File: config.mk
export PLATFORM = sky130hd
export DESIGN_NAME = mux_rr_arbiter
export DESIGN_NICKNAME = d
export VERILOG_FILES = /design/src/rtl/mux_arb_pkg.sv /design/src/rtl/rr_pick_onehot.sv /design/src/rtl/mux_rr_arbiter.sv
export SDC_FILE = /design/constraint.sdc
export NUM_CORES = 1
export LEC_CHECK = 0
export ABC_AREA = 1
export CAP_MARGIN = 20
export CORE_MARGIN = 2
export CORE_UTILIZATION = 50
export CTS_BUF_LIST = sky130_fd_sc_hd__clkbuf_8
export DETAILED_ROUTE_END_ITERATION = 8
export GPL_TIMING_DRIVEN = 1
export PLACE_DENSITY = 0.81
export REMOVE_ABC_BUFFERS = 1
export SETUP_SLACK_MARGIN = 0.5
export SLEW_MARGIN = 10
export SYNTH_ARGS = -nofsm -noshare
export SYNTH_HDL_FRONTEND = slang
export SYNTH_HIERARCHICAL = 1
export SYNTH_SLANG_ARGS = --single-unit
export TNS_END_PERCENT = 10
File: constraint.sdc
create_clock -name clk -period 4.2 [get_ports clk]
set_clock_uncertainty 0.15 [all_clocks]
set_input_delay 0.42 -clock clk [delete_from_list [all_inputs] [get_ports clk]]
set_output_delay 0.42 -clock clk [all_outputs]
set_load 0.01 [all_outputs]
File: src/rtl/mux_arb_pkg.sv
// Shared types, constants and the round-robin pick function for the
// multiplexed round-robin arbiter and any sibling arbiters.
package mux_arb_pkg;

  typedef enum logic {
    ARB_IDLE,
    ARB_BURST
  } arb_state_e;

  localparam int               STAT_W   = 16;
  localparam logic [STAT_W-1:0] STAT_MAX = 16'hFFFF;

  // Widest requester vector the picker supports, and the index width for it.
  localparam int PICK_MAX   = 8;
  localparam int PICK_IDX_W = 3;

  typedef struct packed {
    logic                  found;
    logic [PICK_IDX_W-1:0] idx;
  } pick_t;

  // Searches ptr+1, ptr+2, ... modulo n and returns the first valid index.
  // Searching n steps ends back at ptr itself, so a lone requester at ptr wins.
  function automatic pick_t rr_pick(input logic [PICK_MAX-1:0]   valid,
                                    input logic [PICK_IDX_W-1:0] ptr,
                                    input int                    n);
    pick_t res;
    int    cand;
    res = '0;
    for (int k = 1; k <= PICK_MAX; k++) begin
      cand = (int'(ptr) + k) % n;
      if (k <= n && !res.found && valid[cand[PICK_IDX_W-1:0]]) begin
        res.found = 1'b1;
        res.idx   = cand[PICK_IDX_W-1:0];
      end
    end
    return res;
  endfunction

endpackage

File: src/rtl/rr_pick_onehot.sv
// Combinational round-robin picker: one-hot grant plus binary index of the
// first valid requester after ptr.
module rr_pick_onehot
  import mux_arb_pkg::*;
#(
  parameter int N     = 6,
  parameter int IDX_W = 3
) (
  input  logic [N-1:0]     valid,
  input  logic [IDX_W-1:0] ptr,
  output logic [N-1:0]     grant,
  output logic [IDX_W-1:0] idx,
  output logic             found
);

  pick_t res;

  always_comb begin
    res   = rr_pick(PICK_MAX'(valid), PICK_IDX_W'(ptr), N);
    found = res.found;
    idx   = IDX_W'(res.idx);
    grant = res.found ? (N'(1) << res.idx) : '0;
  end

endmodule

File: src/rtl/mux_rr_arbiter.sv
// Round-robin arbiter with locked bursts feeding a registered valid/ready
// output stage. Define MUX_RR_ARBITER_STATS_EN for per-requester grant counters.
module mux_rr_arbiter
  import mux_arb_pkg::*;
#(
  parameter int NUM_REQ   = 6,
  parameter int DATA_W    = 4,
  parameter int SEL_W     = 3,
  parameter int MAX_BURST = 4
) (
  input  logic                      clk,
  input  logic                      rst_n,
  input  logic [NUM_REQ-1:0]        req_valid,
  input  logic [NUM_REQ-1:0]        req_lock,
  input  logic [NUM_REQ*DATA_W-1:0] req_data,
  output logic [NUM_REQ-1:0]        req_ready,
  output logic                      out_valid,
  output logic [DATA_W-1:0]         out_data,
  output logic [SEL_W-1:0]          out_sel,
  input  logic                      out_ready,
  output logic                      busy,
  input  logic [SEL_W-1:0]          stat_idx,
  output logic [STAT_W-1:0]         stat_cnt
);

  localparam int BEAT_W = 4;

  arb_state_e          state_q, state_d;
  logic [SEL_W-1:0]    rr_ptr_q, rr_ptr_d;
  logic [SEL_W-1:0]    owner_q, owner_d;
  logic [BEAT_W-1:0]   beat_cnt_q, beat_cnt_d;
  logic                out_valid_q, out_valid_d;
  logic [DATA_W-1:0]   out_data_q, out_data_d;
  logic [SEL_W-1:0]    out_sel_q, out_sel_d;

  logic [NUM_REQ-1:0]  owner_oh, pick_valid, pick_grant;
  logic [SEL_W-1:0]    pick_idx;
  logic                pick_found;
  logic                can_load, xfer, xfer_lock;
  logic [DATA_W-1:0]   sel_data;

  // In BURST only the owner is offered to the picker; rr_ptr equals the owner
  // there, and the full-circle search lands back on it.
  assign owner_oh   = NUM_REQ'(1) << owner_q;
  assign pick_valid = (state_q == ARB_BURST) ? (req_valid & owner_oh) : req_valid;

  rr_pick_onehot #(
    .N     (NUM_REQ),
    .IDX_W (SEL_W)
  ) u_pick (
    .valid (pick_valid),
    .ptr   (rr_ptr_q),
    .grant (pick_grant),
    .idx   (pick_idx),
    .found (pick_found)
  );

  assign can_load  = !out_valid_q || out_ready;
  assign req_ready = (rst_n && can_load && pick_found) ? pick_grant : '0;
  assign xfer      = |(req_valid & req_ready);
  assign xfer_lock = |(req_lock & req_ready);

  // Select datapath: codes at or above NUM_REQ fall through to zero.
  always_comb begin
    sel_data = '0;
    for (int i = 0; i < NUM_REQ; i++) begin
      if (pick_idx == SEL_W'(i)) sel_data = req_data[i*DATA_W +: DATA_W];
    end
  end

  always_comb begin
    // NOTE: every variable gets its hold value first so no path leaves it unassigned and no latch is inferred.
    state_d     = state_q;
    rr_ptr_d    = rr_ptr_q;
    owner_d     = owner_q;
    beat_cnt_d  = beat_cnt_q;
    out_valid_d = out_valid_q;
    out_data_d  = out_data_q;
    out_sel_d   = out_sel_q;

    if (xfer) begin
      out_valid_d = 1'b1;
      out_data_d  = sel_data;
      out_sel_d   = pick_idx;
      rr_ptr_d    = pick_idx;
      unique case (state_q)
        ARB_IDLE: begin
          if (xfer_lock && MAX_BURST > 1) begin
            state_d    = ARB_BURST;
            owner_d    = pick_idx;
            beat_cnt_d = BEAT_W'(1);
          end
        end
        ARB_BURST: begin
          if (!xfer_lock || (beat_cnt_q + BEAT_W'(1)) == BEAT_W'(MAX_BURST)) begin
            state_d    = ARB_IDLE;
            beat_cnt_d = '0;
          end else begin
            beat_cnt_d = beat_cnt_q + BEAT_W'(1);
          end
        end
        default: state_d = ARB_IDLE;
      endcase
    end else if (out_ready) begin
      out_valid_d = 1'b0;
    end
  end

  always_ff @(posedge clk or negedge rst_n) begin
    if (!rst_n) begin
      state_q     <= ARB_IDLE;
      rr_ptr_q    <= SEL_W'(NUM_REQ - 1);
      owner_q     <= '0;
      beat_cnt_q  <= '0;
      out_valid_q <= 1'b0;
      out_data_q  <= '0;
      out_sel_q   <= '0;
    end else begin
      // NOTE: non-blocking assignments so every flop samples pre-edge values regardless of statement order.
      state_q     <= state_d;
      rr_ptr_q    <= rr_ptr_d;
      owner_q     <= owner_d;
      beat_cnt_q  <= beat_cnt_d;
      out_valid_q <= out_valid_d;
      out_data_q  <= out_data_d;
      out_sel_q   <= out_sel_d;
    end
  end

  assign out_valid = out_valid_q;
  assign out_data  = out_data_q;
  assign out_sel   = out_sel_q;
  assign busy      = (state_q == ARB_BURST);

`ifdef MUX_RR_ARBITER_STATS_EN
  logic [STAT_W-1:0] stat_q [NUM_REQ];
  logic [STAT_W-1:0] stat_d [NUM_REQ];

  always_comb begin
    for (int i = 0; i < NUM_REQ; i++) begin
      stat_d[i] = stat_q[i];
      if (req_valid[i] && req_ready[i] && stat_q[i] != STAT_MAX) begin
        stat_d[i] = stat_q[i] + STAT_W'(1);
      end
    end
  end

  always_ff @(posedge clk or negedge rst_n) begin
    if (!rst_n) begin
      // NOTE: the counter array is plain flops, not a RAM, so it is cleared through reset like any other state.
      for (int i = 0; i < NUM_REQ; i++) stat_q[i] <= '0;
    end else begin
      for (int i = 0; i < NUM_REQ; i++) stat_q[i] <= stat_d[i];
    end
  end

  always_comb begin
    stat_cnt = '0;
    for (int i = 0; i < NUM_REQ; i++) begin
      if (stat_idx == SEL_W'(i)) stat_cnt = stat_q[i];
    end
  end
`else
  logic stat_idx_unused;
  assign stat_idx_unused = ^stat_idx;
  assign stat_cnt        = '0;
`endif

endmodule

======== Word level (Yosys, flattened, before mapping) ========
Index checks and enable logic that the tools add are counted.
word-level totals
  flip-flop bits (word level) ............. 19
  input port bits ......................... 42
  output and inout bits ................... 31
  logic and storage cells ................. 96
operators by class
  add/sub/neg operators ................... 7
  div/mod/pow operators ................... 6
  $lt $le $gt $ge ......................... 6
  equal/unequal tests ..................... 7
  shifts and indexed selects .............. 2
  muxes and demuxes ....................... 35
  bitwise gates (word level) .............. 4
  reductions and logical operators ........ 22
operator list
  kind                                                         number
  modulo 32 x 4 -> 32 bit (second input constant)              6
  2-to-1 mux 4 bit                                             14
  less-than comparator 3 x 4 -> 1 bit (second input constant)  6
  AND 6 bit                                                    3
  binary-select mux 1 bit (select 3 bit)                       6
  2-to-1 mux 6 bit                                             3
  adder 3 x 3 -> 4 bit (second input constant)                 3
  OR reduction 6 bit                                           2
  << shifter 1 x 3 -> 6 bit (first input constant)             2
  2-to-1 mux 1 bit                                             10
  adder 3 x 2 -> 4 bit (second input constant)                 2
  case mux 4 bit (2 select lines)                              1
  logical AND 1 bit                                            7
  zero test 1 bit                                              7
  == test 3 x 2 -> 1 bit (second input constant)               2
  == test 3 bit (second input constant)                        2
  adder 3 x 1 -> 4 bit (second input constant)                 1
  adder 4 x 1 -> 4 bit (second input constant)                 1
  == test 4 x 3 -> 1 bit (second input constant)               1
  == test 3 x 1 -> 1 bit (second input constant)               1
  zero test 3 bit                                              1
  AND reduction 3 bit                                          1
  logical OR 1 bit                                             2
  inequality test 2 bit (second input constant)                1
  4 further kinds                                              4

======== Longest topological paths before layout ========
  word-level depth ........................ 30
  depth in mapped cells ................... 33
  gate-level depth less buffers ........... 31

======== Cells and area by module ========
The synthesis kept the hierarchy.
by module, submodules not included
  module          times used  cells each  area each (um^2)  sequential area each (um^2)
  mux_rr_arbiter  1           214         1467.7            452.9
  rr_pick_onehot  1           212         1158.6            0.0

======== Worst setup path before layout ========
OpenSTA, ideal clock, no wires.
  path type ............................... reg-to-reg
  start point ............................. reg rr_ptr_q[1]
  end point ............................... reg out_sel_q[0] (netlist: out_sel[0])
  setup time .............................. 117 ps
  arrival time ............................ 3425 ps
  required time ........................... 3933 ps
  setup slack ............................. 507 ps
  stages on the path, launching flop included .. 29
  path buffers ............................ 1
  clock period less this slack ............ 3693 ps
  path through ............................ dfrtp_1 -> inv_1 -> ha_1 -> a21oi_2 -> inv_2 -> ha_1 -> nor2_1 -> nand2_1 -> nand2_2 -> nand2_2 -> nand2_1 -> nand2_2 -> nand2_1 -> nand3_1 -> nand2_1 -> nand3_2 -> nor2_2 -> nand4_1 -> nand3_2 -> nand2_1 -> nor2_1 -> inv_1 -> nor3_1 -> nor2_2 -> nand2_4 -> inv_4 -> buf_12 -> nand2_1 -> nand2_1
between the ends
  word-level cells in the longest chain between the ends .. 25
  elaborated cells between the ends (all ways) .. 46
  classes of those cells .................. add/sub: 6; div: 6; shift: 1; mux: 20; bitwise: 1; reduce/logical: 12
RTL lines
  item                                    line                   source
  start, declared                         mux_rr_arbiter.sv:29   logic [SEL_W-1:0] rr_ptr_q, rr_ptr_d;
  start signal, assigned                  mux_rr_arbiter.sv:112  rr_ptr_q <= SEL_W'(NUM_REQ - 1);
  start signal, assigned                  mux_rr_arbiter.sv:121  rr_ptr_q <= rr_ptr_d;
  adder 3 x 1 -> 4 bit                    mux_arb_pkg.sv:31      cand = (int'(ptr) + k) % n;
  modulo 32 x 4 -> 32 bit                 mux_arb_pkg.sv:31
  binary-select mux 1 bit (select 3 bit)  mux_arb_pkg.sv:32      if (k <= n && !res.found && valid[cand[PICK_IDX_W-1:0]]) begin
  2-to-1 mux 1 bit (implied by the code)  mux_arb_pkg.sv:32
  2-to-1 mux 4 bit                        mux_arb_pkg.sv:32
  zero test 1 bit                         mux_arb_pkg.sv:32
  logical AND 1 bit                       mux_arb_pkg.sv:32
  2-to-1 mux 4 bit                        mux_arb_pkg.sv:32
  (+11 left out)                          -
  2-to-1 mux 4 bit *                      mux_arb_pkg.sv:32
  named net pick_idx[0]                   mux_rr_arbiter.sv:37   logic [SEL_W-1:0] pick_idx;
  << shifter 1 x 3 -> 6 bit *             rr_pick_onehot.sv:22   grant = res.found ? (N'(1) << res.idx) : '0;
  2-to-1 mux 6 bit *                      rr_pick_onehot.sv:22
  named net pick_grant[1]                 mux_rr_arbiter.sv:36   logic [NUM_REQ-1:0] owner_oh, pick_valid, pick_grant;
  2-to-1 mux 6 bit *                      mux_rr_arbiter.sv:59   assign req_ready = (rst_n && can_load && pick_found) ? pick_grant : '0;
  AND 6 bit *                             mux_rr_arbiter.sv:60   assign xfer = |(req_valid & req_ready);
  OR reduction 6 bit *                    mux_rr_arbiter.sv:60
  end signal, assigned                    mux_rr_arbiter.sv:126  out_sel_q <= out_sel_d;
  end, declared                           mux_rr_arbiter.sv:34   logic [SEL_W-1:0] out_sel_q, out_sel_d;
Mark *: on every way through the listed nets, which the timed path passes. The rest lies on a longest branch. The select of a mux whose other input is x is not followed.
A chain may end at the register's enable or synchronous reset.

======== Final worst setup path ========
  start point ............................. reg rr_ptr_q[2]
  end point ............................... out req_ready[4]
between the ends
  word-level cells in the longest chain between the ends .. 23
  elaborated cells between the ends (all ways) .. 44
  classes of those cells .................. add/sub: 6; div: 6; shift: 1; mux: 20; reduce/logical: 11
RTL lines
  item                                    line                  source
  adder 3 x 1 -> 4 bit                    mux_arb_pkg.sv:31
  modulo 32 x 4 -> 32 bit                 mux_arb_pkg.sv:31
  binary-select mux 1 bit (select 3 bit)  mux_arb_pkg.sv:32
  2-to-1 mux 1 bit (implied by the code)  mux_arb_pkg.sv:32
  2-to-1 mux 4 bit                        mux_arb_pkg.sv:32
  zero test 1 bit                         mux_arb_pkg.sv:32
  logical AND 1 bit                       mux_arb_pkg.sv:32
  2-to-1 mux 4 bit                        mux_arb_pkg.sv:32
  (+8 left out)                           -
  2-to-1 mux 4 bit                        mux_arb_pkg.sv:32
  zero test 1 bit                         mux_arb_pkg.sv:32
  logical AND 1 bit                       mux_arb_pkg.sv:32
  2-to-1 mux 4 bit *                      mux_arb_pkg.sv:32
  << shifter 1 x 3 -> 6 bit               rr_pick_onehot.sv:22
  2-to-1 mux 6 bit *                      rr_pick_onehot.sv:22
  named net pick_grant[4]                 mux_rr_arbiter.sv:36
  2-to-1 mux 6 bit *                      mux_rr_arbiter.sv:59
  end, declared                           mux_rr_arbiter.sv:16  output logic [NUM_REQ-1:0] req_ready,
Marks and branches as above.

==> qor.yml <==
status: "complete, no violations"
cts_tree: "built"
grt_first_pass_wirelength_um: 12600
grt_max_degree: 20
drt_iter0_markers: 192
cts.sinks: 18
yosysUniqueCellTypes: 37
r2r_setup_slack_ns: 0.25
path_clk_slew_ns: 0.07
yosysWarnings: 6
clk_path_buf_depth: 2
r2r-end: "beat_cnt_q[0]"
wl_met1_um: 3220
area_growth_syn_to_layout_pct: 53.2
final.fill_count: 362
core_um2: 5070
worstPathRequired_ns: 3.63
ys_async_sr_fraction_pct: 100
hp-class: "register to register"
finalNonFillerCells: 604
hold_start: "out_sel[0]"
yosys.area_share.adder_pct: 7.15
ys_ff_latch: 18
numCtsBuffers: 3
hold_end: "out_sel[0]"
nets: 592
gp_congestion: 0.954
wl_met3_um: 381
drive_gt1_share_pct: 35.8
hold_viol_final: 0
place_hpwl_um: 5300
dr_total_vias: 3153
synth_ff_type: "dfrtp_1"
grt.total_usage_pct: 25.6
dpl.cell_count: 562
start_kind: "register"
die_w_um: 76.5
grt_antenna_before_repair: 0
met2_length_um: 4530
synth.avg_cell_area_um2: 6.16
drc: 0
antenna_cells: 0
h-tree-depth: 1
synth_edf_count: 0
synth_top_family_by_area: "simple AND/OR/NAND/NOR gates"
antenna_left: 0
final-max-slew-violation-count: 0
grt_pass1_vias: 2896
dieArea_um2: 5850
report.final.setup_viol: 0
yosys.area_share.simple_pct: 49.0
rsz0062_at_grt: "yes"
r2r.worst_path.cells: 30
slew_headroom_pct: 62.4
fmax_mhz: 243
crit_type: "register to output pin"
worstReg2RegStart: "rr_ptr_q[2]"
clk_latency_ns: 0.27
overflow: 0
min_path_cells: 2
synth_mux_area_share_pct: 0
wl_per_cell_um: 14.1
firstDrtPassIters: 6
highest_layer: "met4"
max-cap-violations: 0
fp.dieH_um: 76.5
tightest_slew_ns: 0.558
hold_slack_ns: 0.330
synthXorXnorAreaFrac_pct: 1.33
cts-root-buf: "clkbuf_8"
end_kind: "output pin"
vias_per_cell: 5.22
netlist_instances: 426
wl_um: 8530
arrival_ns: 3.55
fin_crit_ns: 4.12
start_util_pct: 51.8
synth_area_um2: 2630
synth_compound_area_share_pct: 8.05
final.period_utilization_pct: 98.1
io_pins: 73
critPathMaxFanout: 4
io_buffers: 53
fp-row-count: 26
ys_seq_area_share_pct: 17.2
## logic make-up after synthesis
group,count (synthesis)
fa+ha+maj,15
other cells,1
xor+xnor,4
simple gates,264
flops,18
buf+inv,89
compound gates,35
## repair_timing
| action | in CTS | in global routing |
|---|---|---|
| pin swaps | 42 | 28 |
| buffers inserted | 27 | 9 |
| hold buffers | 0 | 0 |
| gates cloned | 0 | 2 |
| gates resized for setup | 77 | 60 |
| endpoints found under the setup margin | 24 | 24 |
## cell usage after synthesis, types with 2 or more instances
cell,number,area (um^2)
inv_4,2,12.5
ha_1,15,188
nor2_1,38,143
o21ai_0,11,55.1
o21ai_2,2,17.5
nor3_1,5,25.0
nand2_2,20,125
nand4_1,16,100
a21oi_1,7,35.0
nor2_4,3,33.8
a21boi_0,4,30.0
buf_6,3,33.8
nand3_2,9,90.1
dfstp_2,2,52.6
dfrtp_1,16,400
inv_2,4,15.0
o21ai_1,4,20.0
buf_4,17,128
nand3_1,50,250
xor2_1,3,26.3
nand2_1,111,417
inv_1,59,221
nor2_2,6,37.5
o22ai_1,4,25.0
nand2_4,3,33.8
## per-layer routing
metal | vias to the layer above | global-route usage (%)
li1 | 1543 | -
met1 | 1453 | 29.9
met2 | 118 | 48.8
met3 | 39 | 1.78
met4 | 0 | 9.09
met5 | - | 0
## critical path, stage by stage (launching register included)
cell     delay [ns]
dfstp_2        0.58
inv_4          0.05
ha_4           0.15
a21oi_2        0.12
inv_1          0.07
ha_1           0.27
inv_1          0.03
nand2_1        0.06
o21ai_2        0.07
nand2_1        0.07
nand2_2        0.08
buf_6          0.13
buf_4          0.13
a21oi_4        0.14
nor2_4         0.05
nor2_4         0.14
inv_2          0.09
nand3_4        0.11
buf_12         0.11
nor2_4         0.03
nor2_4         0.18
nand2_4        0.09
nor2_4         0.14
inv_1          0.07
nor2_1         0.15
buf_2          0.16
## placed cells by master, fill, tap and decap left out, types with 6 or more instances in the layout
cell	n
buf_4	48
nor2_4	16
buf_6	8
o21ai_0	9
clkdlybuf4s50_1	47
nand4_1	16
dfrtp_1	15
nand2_1	94
nor2_1	24
nand2_4	11
inv_1	47
o21ai_1	6
nand2_2	30
ha_1	9
inv_2	13
buf_2	6
nor2_2	7
nand3_4	7
conb_1	16
nand3_1	39
nand3_2	13
## how the worst max path moves through the flow
stage                 from            to  slack [ns]  cells past startpoint
2_1_floorplan  rr_ptr_q[0]    owner_q[0]        0.38                     27
3_3_place_gp   rr_ptr_q[1]  req_ready[0]        0.09                     23
3_5_place_dp   rr_ptr_q[1]  req_ready[0]       -0.01                     23
4_1_cts        rr_ptr_q[0]  req_ready[0]        0.36                     23
5_1_grt        rr_ptr_q[0]  req_ready[4]       -0.09                     25
6_report       rr_ptr_q[2]  req_ready[4]        0.08                     25
## stage by stage
| stage | setup TNS [ns] | setup WS [ns] | utilization (%) | area, um^2 |
|---|---|---|---|---|
| 2_1_floorplan | 0 | 0.381 | - | 2490 |
| 3_3_place_gp | 0 | 0.0877 | 64.4 | 3270 |
| 3_5_place_dp | -0.0146 | -0.0146 | 64.4 | 3270 |
| 4_1_cts | 0 | 0.359 | 72.7 | 3690 |
| 5_1_grt | -0.150 | -0.0933 | 79.3 | 4020 |
| 6_report | 0 | 0.0788 | 79.3 | 4020 |
## area by class of cell
cell class | count | area [um^2] | area share [%]
multi-input combinational | 335 | 2180 | 54.2
sequential | 18 | 454 | 11.3
tap | 70 | 87.6 | 2.18
timing repair buffer | 111 | 982 | 24.4
clock buffer | 4 | 55.1 | 1.37
inverter | 66 | 265 | 6.59
## flip-flops by register name (all words and copies together) (netlist names)
signal,flops
beat_cnt_q,4
out_data,4
owner_q,3
rr_ptr_q,3
out_sel,2
busy,1
out_valid,1
Power is left out: the tool's default activity adds up to more than one toggle a clock period on the data nets, which glitch-free logic cannot reach.
